<file path="config.mk">
export PLATFORM = sky130hd
export DESIGN_NAME = cart_mem_arbiter
export DESIGN_NICKNAME = d
export VERILOG_FILES = /design/src/rtl/cart_mem_arbiter.sv
export SDC_FILE = /design/constraint.sdc
export NUM_CORES = 1
export LEC_CHECK = 0
export BUFFER_PORTS_ARGS = -buffer_cell sky130_fd_sc_hd__buf_2
export CAP_MARGIN = 10
export CORE_MARGIN = 10
export CORE_UTILIZATION = 49
export CTS_CLUSTER_DIAMETER = 40
export DETAILED_ROUTE_END_ITERATION = 8
export PLACE_DENSITY = 0.76
export SLEW_MARGIN = 0
export SYNTH_ARGS = -nofsm -noshare
export SYNTH_HDL_FRONTEND = slang
export SYNTH_SLANG_ARGS = --single-unit
export TNS_END_PERCENT = 100
</file>
<file path="constraint.sdc">
create_clock -name clk -period 5.9 [get_ports clk]
set_clock_uncertainty 0.15 [all_clocks]
set_input_delay 0.59 -clock clk [delete_from_list [all_inputs] [get_ports clk]]
set_output_delay 0.59 -clock clk [all_outputs]
set_load 0.005 [all_outputs]
</file>
<file path="src/rtl/cart_mem_arbiter.sv">
// cart_mem_arbiter: shares the single cart memory word port between the CHR,
// PRG and AUX address producers. Each port holds one pending request. The
// fixed priority is CHR > PRG > AUX. An access uses a req/ack handshake with a
// saturating timeout. Read data is returned per port with a one-cycle done pulse.
// Optional feature: define CART_MEM_ARB_AGING_EN for starvation aging of PRG/AUX.
module cart_mem_arbiter #(
   parameter logic [7:0] TIMEOUT = 8'd255,
   parameter logic [2:0] AGE_MAX = 3'd4
) (
   input  logic        clk,
   input  logic        reset,
   input  logic        chr_req,
   input  logic        chr_we,
   input  logic [21:0] chr_addr,
   input  logic [7:0]  chr_wdata,
   input  logic        prg_req,
   input  logic        prg_we,
   input  logic [21:0] prg_addr,
   input  logic [7:0]  prg_wdata,
   input  logic        aux_req,
   input  logic        aux_we,
   input  logic [21:0] aux_addr,
   input  logic [7:0]  aux_wdata,
   output logic        chr_busy,
   output logic        prg_busy,
   output logic        aux_busy,
   output logic        chr_done,
   output logic        prg_done,
   output logic        aux_done,
   output logic [7:0]  chr_rdata,
   output logic [7:0]  prg_rdata,
   output logic [7:0]  aux_rdata,
   output logic        err,
   output logic        mem_req,
   output logic        mem_we,
   output logic [21:0] mem_addr,
   output logic [7:0]  mem_wdata,
   input  logic        mem_ack,
   input  logic [7:0]  mem_rdata
);

   localparam logic [1:0] P_CHR = 2'd0;
   localparam logic [1:0] P_PRG = 2'd1;
   localparam logic [1:0] P_AUX = 2'd2;

   typedef enum logic [1:0] {S_IDLE, S_ISSUE, S_WAIT, S_DONE} state_t;
   state_t state, state_nx;

   logic [2:0]  req_v, we_v;
   logic [21:0] addr_v  [3];
   logic [7:0]  wdata_v [3];
   logic [2:0]  pend, we_q;
   logic [21:0] addr_q  [3];
   logic [7:0]  wdata_q [3];
   logic [1:0]  sel, win;
   logic [7:0]  wait_cnt, rbuf;
   logic        abort, tmo_hit, finish;
   logic [2:0]  done_q;
   logic [7:0]  rdata_q [3];

   assign req_v      = {aux_req, prg_req, chr_req};
   assign we_v       = {aux_we, prg_we, chr_we};
   assign addr_v[0]  = chr_addr;
   assign addr_v[1]  = prg_addr;
   assign addr_v[2]  = aux_addr;
   assign wdata_v[0] = chr_wdata;
   assign wdata_v[1] = prg_wdata;
   assign wdata_v[2] = aux_wdata;

   // The counter reaching TIMEOUT on this edge; an ack in the same cycle still wins.
   assign tmo_hit = ({1'b0, wait_cnt} + 9'd1) >= {1'b0, TIMEOUT};
   assign finish  = (state == S_WAIT) && (mem_ack || tmo_hit);

`ifdef CART_MEM_ARB_AGING_EN
   logic [2:0] age_prg, age_aux;

   // Count arbitrations lost by a waiting PRG/AUX port; its own grant restarts the count.
   always_ff @(posedge clk or posedge reset) begin
      if (reset) begin
         age_prg <= '0;
         age_aux <= '0;
      end else if (state == S_IDLE && |pend) begin
         if (sel == P_PRG)
            age_prg <= '0;
         else if (pend[1] && age_prg != 3'd7)
            age_prg <= age_prg + 3'd1;
         if (sel == P_AUX)
            age_aux <= '0;
         else if (pend[2] && age_aux != 3'd7)
            age_aux <= age_aux + 3'd1;
      end
   end
`else
   logic unused_age_max;
   assign unused_age_max = ^AGE_MAX;
`endif

   // Winner select: fixed priority, overridden by a promoted (aged) PRG, then AUX.
   always_comb begin
      if (pend[0])
         sel = P_CHR;
      else if (pend[1])
         sel = P_PRG;
      else
         sel = P_AUX;
`ifdef CART_MEM_ARB_AGING_EN
      if (pend[1] && age_prg >= AGE_MAX)
         sel = P_PRG;
      else if (pend[2] && age_aux >= AGE_MAX)
         sel = P_AUX;
`endif
   end

   // Pending slots: capture a strobe only when free; release when the access finishes.
   always_ff @(posedge clk or posedge reset) begin
      if (reset) begin
         pend <= '0;
         we_q <= '0;
         for (int i = 0; i < 3; i++) begin
            addr_q[i]  <= '0;
            wdata_q[i] <= '0;
         end
      end else begin
         for (int i = 0; i < 3; i++) begin
            if (req_v[i] && !pend[i]) begin
               pend[i]    <= 1'b1;
               we_q[i]    <= we_v[i];
               addr_q[i]  <= addr_v[i];
               wdata_q[i] <= wdata_v[i];
            end
         end
         if (finish)
            pend[win] <= 1'b0;
      end
   end

   // FSM state register.
   always_ff @(posedge clk or posedge reset) begin
      if (reset)
         state <= S_IDLE;
      else
         state <= state_nx;
   end

   // FSM next-state logic.
   always_comb begin
      state_nx = state;
      case (state)
         S_IDLE:  if (|pend) state_nx = S_ISSUE;
         S_ISSUE: state_nx = S_WAIT;
         S_WAIT:  if (mem_ack || tmo_hit) state_nx = S_DONE;
         S_DONE:  state_nx = S_IDLE;
         default: state_nx = S_IDLE;
      endcase
   end

   // Memory port, timeout counter and per-port completion registers.
   always_ff @(posedge clk or posedge reset) begin
      if (reset) begin
         win       <= P_CHR;
         mem_req   <= 1'b0;
         mem_we    <= 1'b0;
         mem_addr  <= '0;
         mem_wdata <= '0;
         wait_cnt  <= '0;
         abort     <= 1'b0;
         rbuf      <= '0;
         done_q    <= '0;
         err       <= 1'b0;
         for (int i = 0; i < 3; i++)
            rdata_q[i] <= '0;
      end else begin
         done_q <= '0;
         err    <= 1'b0;
         case (state)
            S_IDLE: begin
               if (|pend) begin
                  win       <= sel;
                  mem_req   <= 1'b1;
                  mem_we    <= we_q[sel];
                  mem_addr  <= addr_q[sel];
                  mem_wdata <= wdata_q[sel];
                  abort     <= 1'b0;
               end
            end
            S_ISSUE: wait_cnt <= '0;
            S_WAIT: begin
               if (mem_ack) begin
                  mem_req <= 1'b0;
                  if (!mem_we)
                     rbuf <= mem_rdata;
               end else if (tmo_hit) begin
                  mem_req <= 1'b0;
                  abort   <= 1'b1;
               end else if (wait_cnt != 8'hFF) begin
                  wait_cnt <= wait_cnt + 8'd1;
               end
            end
            S_DONE: begin
               done_q[win] <= 1'b1;
               err         <= abort;
               if (abort)
                  rdata_q[win] <= 8'hFF;
               else if (!mem_we)
                  rdata_q[win] <= rbuf;
            end
            default: ;
         endcase
      end
   end

   assign chr_busy  = pend[0];
   assign prg_busy  = pend[1];
   assign aux_busy  = pend[2];
   assign chr_done  = done_q[0];
   assign prg_done  = done_q[1];
   assign aux_done  = done_q[2];
   assign chr_rdata = rdata_q[0];
   assign prg_rdata = rdata_q[1];
   assign aux_rdata = rdata_q[2];

endmodule

</file>
==> results of run 1 <==
==> cells in the final DEF (no fill, tap or decap), types with 3 or more instances in the layout <==
cell type / n
ha_1: 7
nor2b_1: 3
inv_1: 9
nand3_1: 4
mux2_2: 101
nand2_1: 49
nand4_1: 3
inv_8: 4
dfrtp_1: 175
nor2b_4: 3
mux2i_1: 33
a21oi_1: 52
nor2_1: 65
o32a_1: 3
inv_6: 7
clkinvlp_4: 4
nor3_1: 4
buf_2: 169
clkbuf_16: 17
buf_4: 6
o21ai_0: 47
==> sequential cells by signal, summed over array words and instances, names as in the netlist <==
signal	flops
abort	1
err	1
addr_q	66
rbuf	8
state	2
wait_cnt	8
mem_we	1
mem_wdata	8
mem_req	1
done_q	3
aux_rdata	8
prg_rdata	8
mem_addr	22
we_q	3
win	2
chr_rdata	8
wdata_q	24
pend	3
==> per-layer routing <==
layer / global-route usage (%) / vias to the layer above
met2: 27.7 / 156
met5: 0 / -
li1: - / 2502
met3: 5.58 / 22
met1: 23.0 / 2536
met4: 5.05 / 2
==> cells by family (layout without fill, tap and decap cells) <==
family	after synthesis	in the layout	synth area share (%)
mux	135	135	19.8
buf+inv	47	217	2.46
xor+xnor	2	2	0.235
simple gates	144	144	8.43
flops	177	177	59.3
compound gates	116	116	8.56
fa+ha+maj	7	7	1.17
other cells	0	1	0
==> power groups by stage <==
| stage | registers [W] | logic (W) | clock network, W |
|---|---|---|---|
| 2_1_floorplan | 0.00205 | 0.00105 | 0 |
| 3_3_place_gp | 0.00210 | 0.00148 | 0 |
| 3_5_place_dp | 0.00212 | 0.00154 | 0 |
| 4_1_cts | 0.00210 | 0.00155 | 0.00109 |
| 5_1_grt | 0.00218 | 0.00172 | 0.00115 |
| 6_report | 0.00210 | 0.00152 | 0.00107 |
==> cell type report <==
type / count / area, um2
clock buffer: 17 / 425
inverter: 10 / 42.5
timing repair buffer: 175 / 891
clock inverter: 15 / 136
tap: 188 / 235
antenna: 1 / 2.50
multi-input combinational: 404 / 2880
fill: 1242 / 6040
sequential: 177 / 4430
==> path summary, 6_finish.rpt <==
check                             start           end  slack [ns]
setup / recovery                pend[0]    addr_q[58]        3.49
hold / removal                    reset   mem_addr[1]        0.04
setup reg to reg                pend[0]    addr_q[58]        3.49
hold reg to reg            aux_rdata[7]  aux_rdata[7]        0.32
max in group asynchronous         reset    addr_q[57]        4.33
min in group clk            chr_addr[5]    addr_q[49]        0.24
==> per-stage QoR <==
| stage | setup slack, ns | instances | hold WS, ns | utilization, % |
|---|---|---|---|---|
| global route | 3.30 | 986 | 0.0706 | 60.0 |
| CTS | 3.46 | 986 | 0.0470 | 60.0 |
| global placement | 3.52 | 954 | 0.307 | 56.2 |
| floorplan | 0.358 | 628 | 0.323 | - |
| finish | 3.49 | 987 | 0.0442 | 60.0 |
| detailed placement | 3.47 | 954 | 0.315 | 56.2 |
==> metrics.yaml, run 1 <==
worst_slew_pin_slew_ns: 1.09
clockPowerShare_pct: 22.9
clock_path_buffers: 2
cts_tree: "built"
setup_tns_ns: 0
htreeDepth: 4
drt_iter0_markers: 338
post_cts_resized: 0
core-area_um2: 15100
die_h_um: 143
routed.top_layer: "met5"
swShare_pct: 34.1
drive_above_1_share_pct: 39.8
synth.avg_cell_area_um2: 11.9
syn_to_final_growth_pct: 21.2
yosysWarnings: 0
track_usage_pct: 17.7
numCtsBuffers: 17
overflow: 0
wl_met1_mm: 7.90
rsz0062_at_grt: "no"
routed_wl_mm: 17.8
rows: 45
fin_crit_sh_pct: 40.8
synth_top_area_cell: "dfrtp_1"
critical_path_class: "reg -> reg"
ir_drop_uv: 246
start_kind: "flop"
synthFlopType: "dfrtp_1"
ant_nets: 0
synth.most_common_cell: "dfrtp_1"
syn-num-nets: 742
ys_top_cells_by_area: "dfrtp_1 59%, mux2_2 15%, mux2i_1 4.4%, a21oi_1 3.5%, nor2_1 3.3%"
maxSlewHeadroom_pct: 27.2
ys_seq_area_share_pct: 59.3
nNetsFinal: 899
dieWidth_um: 143
grt_antenna_before_repair: 3
finalPower_w: 0.00469
cts.sink_count: 177
drc_errors: 0
netlist_instances: 628
netlist_area_um2: 7470
dp_hpwl_mm: 12.4
crit_fanout: 69
cp_slowest_stage_delay_ns: 0.92
ff2ff_path_depth: 3
clk_pin_slew_ns: 0.07
synth_edf_count: 0
drt_pass1_iterations: 4
min_path_type: "in -> async"
routabilityCongestion: 0.814
avgViaCountPerCell: 5.29
io_buffers: 169
cp_data_required_time_ns: 6.06
setup.worst_path.end_class: "flop"
post_drt_wl_per_cell_um: 18.1
final-hold-violation-count: 0
power_per_cell_area_nw_per_um2: 518
max_freq_mhz: 415
cp.depth: 3
met2_length_mm: 8.44
fp.dieArea_um2: 20600
seqPwrFrac_pct: 44.8
power.leakage_nw: 4.44
grt_max_degree: 70
placed_area_um2: 8480
setup_viol: 0
cts_setup_buffers: 0
path_buf_inv: 1
maxSlewViolCount: 0
clk_latency_ns: 0.43
internal-power_w: 0.00309
p_sw_w: 0.00160
crit_family: "simple AND/OR/NAND/NOR gates"
finalCriticalPeriod_ns: 2.41
ctsHoldBuffers: 0
arrival_ns: 2.57
ys_seq_elements: 177
timing.critical_path.cells: "buf_4, nor2b_4, mux2_2"
p_comb_share_pct: 32.3
cp_slowest_cell: "nor2b_4"
grt_pass1_wl_mm: 28.7
synth_top_area_share_pct: 59.3
vias: 5218
ys_async_sr_fraction_pct: 100
initial_core_util_pct: 49.5
clockRootBuffer: "clkbuf_16"
io_pins: 170
wl_met3_mm: 1.31
synth_common_cells: "177 x dfrtp_1, 101 x mux2_2, 65 x nor2_1, 52 x a21oi_1, 49 x nand2_1"
cap_violations: 0
synth_cell_types: 40
outcome: "completed"
grt_pass1_vias: 5459
design_area_um2: 9050
Power figures use the tool's default switching activity.
==> inputs of run 2 (changes only) <==
--- a/config.mk
+++ b/config.mk
@@ -5,6 +5,7 @@
 export SDC_FILE = /design/constraint.sdc
 export NUM_CORES = 1
 export LEC_CHECK = 0
+export ABC_AREA = 1
 export BUFFER_PORTS_ARGS = -buffer_cell sky130_fd_sc_hd__buf_2
 export CAP_MARGIN = 10
 export CORE_MARGIN = 10
==> constraint.sdc (replaced) <==
create_clock -name clk -period 2.05 [get_ports clk]
set_clock_uncertainty 0.15 [all_clocks]
set_input_delay 0.205 -clock clk [delete_from_list [all_inputs] [get_ports clk]]
set_output_delay 0.205 -clock clk [all_outputs]
set_load 0.005 [all_outputs]
==> run 2 against run 1 <==
Compared with the run above:
- die area decreased by 0.43%
- clock power grew to 3.2 times the previous value
- hold slack better by 0.16 ns
- highest routed layer is now met4
- final cell count increased by 14%
- non-clock buffer count increased by 123
- combinational power increased to 3.1 times the previous value
- critical path depth increased by 7
- global-route usage is 3.7 points higher
- critical path type unchanged
- sequential cell count unchanged
==> metrics.yaml, run 2 <==
nNetsFinal: 1036  # +15%
cp_slowest_cell: "dfrtp_1"
largest_registers: "addr_q: 66 flops, wdata_q: 24 flops, mem_addr: 22 flops"
synth_top_area_cell: "dfrtp_1"
synth_mux_area_share_pct: 17.7  # -2.1 points
netlist_area_um2: 7430  # -0.50%
setup_viol: 0  # unchanged
largest_reg_flops: 66  # unchanged
setup_tns_ns: 0  # unchanged
post_drt_wl_per_cell_um: 19.0  # +4.9%
grt_max_degree: 77  # +10%
io_pins: 170  # unchanged
final_cell_mix: "177 x dfrtp_1, 169 x buf_2, 117 x mux2_2, 108 x nand2_1, 106 x dlygate4sd3_1"
cts.sink_count: 177  # unchanged
drc_errors: 0  # unchanged
worst_slew_pin_slew_ns: 0.505  # -0.585 ns
synth_cell_types: 32  # -20%
syn-num-nets: 746  # +0.54%
clk_pin_slew_ns: 0.07  # about the same
min_path_type: "in -> async"
power.leakage_nw: 5.05  # +14%
outcome: "completed"
rows: 44  # -2.2%
vias: 5861  # +12%
synth_fa_ha_area_share_pct: 1.18  # +0.0059 points
clk_latency_ns: 0.43  # about the same
die_h_um: 143  # -0.22%
finalCriticalPeriod_ns: 1.89  # -0.516 ns
routabilityCongestion: 0.792  # -2.7%
grt_antenna_before_repair: 1  # -2
synth_top_family_by_area: "multiplexers"
drt_pass1_iterations: 5  # +1
synth-xor-area-share_pct: 0.236  # +0.0012 points
maxSlewHeadroom_pct: 66.0  # +39 points
dp_hpwl_mm: 13.2  # +6.5%
routed_wl_mm: 21.2  # +19%
synth_top_area_share_pct: 59.6  # +0.30 points
finalPower_w: 0.0141  # +200%
syn_to_final_growth_pct: 39.0
clockRootBuffer: "clkbuf_16"
synth_edf_count: 0  # unchanged
netlist_instances: 632  # +0.64%
regMostFlops: "addr_q"
fp.dieArea_um2: 20500  # -0.43%
synth.most_common_cell: "dfrtp_1"
final_common_cell: "dfrtp_1"
cts_setup_buffers: 0  # unchanged
crit_top_cell: "nor2_1"
setup.worst_path.end_class: "flop"
timing.critical_path.cells: "inv_2, ha_1, o21bai_1, nand3_1, nor2_2, nand3_4, nand3_2, nand2_4, nor2_1, nor2_1"
critical_path_class: "reg -> reg"
final-hold-violation-count: 0  # unchanged
cap_violations: 0  # unchanged
clock_path_buffers: 2  # unchanged
drive_above_1_share_pct: 39.6  # -0.28 points
crit_family: "simple AND/OR/NAND/NOR gates"
fin_crit_sh_pct: 92.3  # +51 points
ys_top_cells_by_area: "dfrtp_1 60%, mux2_2 18%, nand2_1 5.5%, nor2_1 2.4%, inv_1 1.6%"
htreeDepth: 4  # unchanged
grt_pass1_vias: 6391  # +17%
io_buffers: 169  # unchanged
synth_common_cells: "177 x dfrtp_1, 117 x mux2_2, 109 x nand2_1, 48 x nor2_1, 32 x inv_1"
cp_slowest_stage_delay_ns: 0.43  # -0.49 ns
ys_async_sr_fraction_pct: 100  # unchanged
dieWidth_um: 143  # -0.22%
ys_seq_elements: 177  # unchanged
start_kind: "flop"
ir_drop_uv: 658  # +170%
synth-simple-area-share_pct: 11.3  # +2.8 points
grt_pass1_wl_mm: 34.1  # +19%
synth_compound_gate_area_share_pct: 6.54  # -2.0 points
cts_tree: "built"
max_freq_mhz: 529  # +27%
arrival_ns: 2.05  # -0.52 ns
avgViaCountPerCell: 5.23  # -1.1%
initial_core_util_pct: 50.5  # +1.1 points
power_per_cell_area_nw_per_um2: 1360  # +160%
numCtsBuffers: 17  # unchanged
maxSlewViolCount: 0  # unchanged
cp_data_required_time_ns: 2.21  # -3.85 ns
ant_nets: 0  # unchanged
track_usage_pct: 21.4  # +3.7 points
synthFlopType: "dfrtp_1"
path_buf_inv: 1  # unchanged
overflow: 0  # unchanged
drt_iter0_markers: 326  # -3.6%
core-area_um2: 14700  # -2.6%
crit_fanout: 5  # -93%
yosysWarnings: 0  # unchanged
ys_seq_area_share_pct: 59.6  # +0.30 points
synth.avg_cell_area_um2: 11.8  # -1.1%
==> run 2: cells by family after synthesis <==
| kind of cell | after synthesis |
|---|---|
| DFF | 177 |
| xor gates and xnor gates | 2 |
| adders and majority gates | 7 |
| AOI/OAI and AO/OA | 78 |
| and+or+nand+nor | 191 |
| buffers and inverters | 60 |
| muxes | 117 |
==> run 2: cell type report <==
| cell class | count | area [um2] |
|---|---|---|
| Multi-Input combinational cell | 395 | 2760 |
| Fill cell | 1008 | 4370 |
| Sequential cell | 177 | 4430 |
| Timing Repair Buffer | 298 | 2150 |
| Tap cell | 184 | 230 |
| Antenna cell | 2 | 5.00 |
| Clock buffer | 21 | 470 |
| Inverter | 33 | 128 |
| Clock inverter | 11 | 151 |
==> run 2: final timing paths <==
check	from	end	slack [ns]	cells past startpoint
setup / recovery	wait_cnt[0]	pend[0]	0.16	10
hold / removal	reset	addr_q[32]	0.20	3
setup reg to reg	wait_cnt[0]	pend[0]	0.16	10
hold reg to reg	wait_cnt[6]	wait_cnt[6]	0.34	2
max in group asynchronous	reset	mem_wdata[2]	0.82	4
min in group clk	wait_cnt[6]	wait_cnt[6]	0.34	2
==> run 2: what timing repair did <==
action	4_1_cts	5_1_grt
hold buffers	106	0
gates resized for setup	0	2
endpoints found under the hold margin	204	0
endpoints found under the setup margin	0	11
==> run 2: report_power, final <==
| part | internal (W) | switching [W] | total (W) |
|---|---|---|---|
| sequential | 0.00506 | 0.000880 | 0.00594 |
| combinational | 0.00242 | 0.00233 | 0.00475 |
| clock | 0.00203 | 0.00137 | 0.00339 |
==> run 2: metrics by stage <==
step           setup WS (ns)  cell area [um2]  hold WS [ns]  util, %  cells
3_5_place_dp           0.140             8640        0.0812     58.8    981
4_1_cts                0.115            10300         0.168     70.2   1119
5_1_grt              -0.0152            10300         0.232     70.2   1120
3_3_place_gp           0.203             8640        0.0873     58.8    981
2_1_floorplan         -0.572             7430         0.193        -    632
6_report               0.158            10300         0.203     70.3   1121
==> run 2: worst register-to-register path, stage by stage (launching register included) <==
cell,delay [ns]
dfrtp_1,0.43
inv_2,0.07
ha_1,0.31
o21bai_1,0.13
nand3_1,0.10
nor2_2,0.14
nand3_4,0.12
nand3_2,0.10
nand2_4,0.07
nor2_1,0.12
nor2_1,0.05
==> run 2: routing by layer <==
| layer | share of wire (%) | global-route usage (%) | vias up |
|---|---|---|---|
| met5 | 0 | 0 | - |
| met1 | 40 | 25.4 | 2887 |
| met4 | 2.4 | 7.87 | 0 |
| met2 | 50 | 36.0 | 209 |
| met3 | 7.5 | 6.24 | 42 |
| li1 | - | - | 2723 |
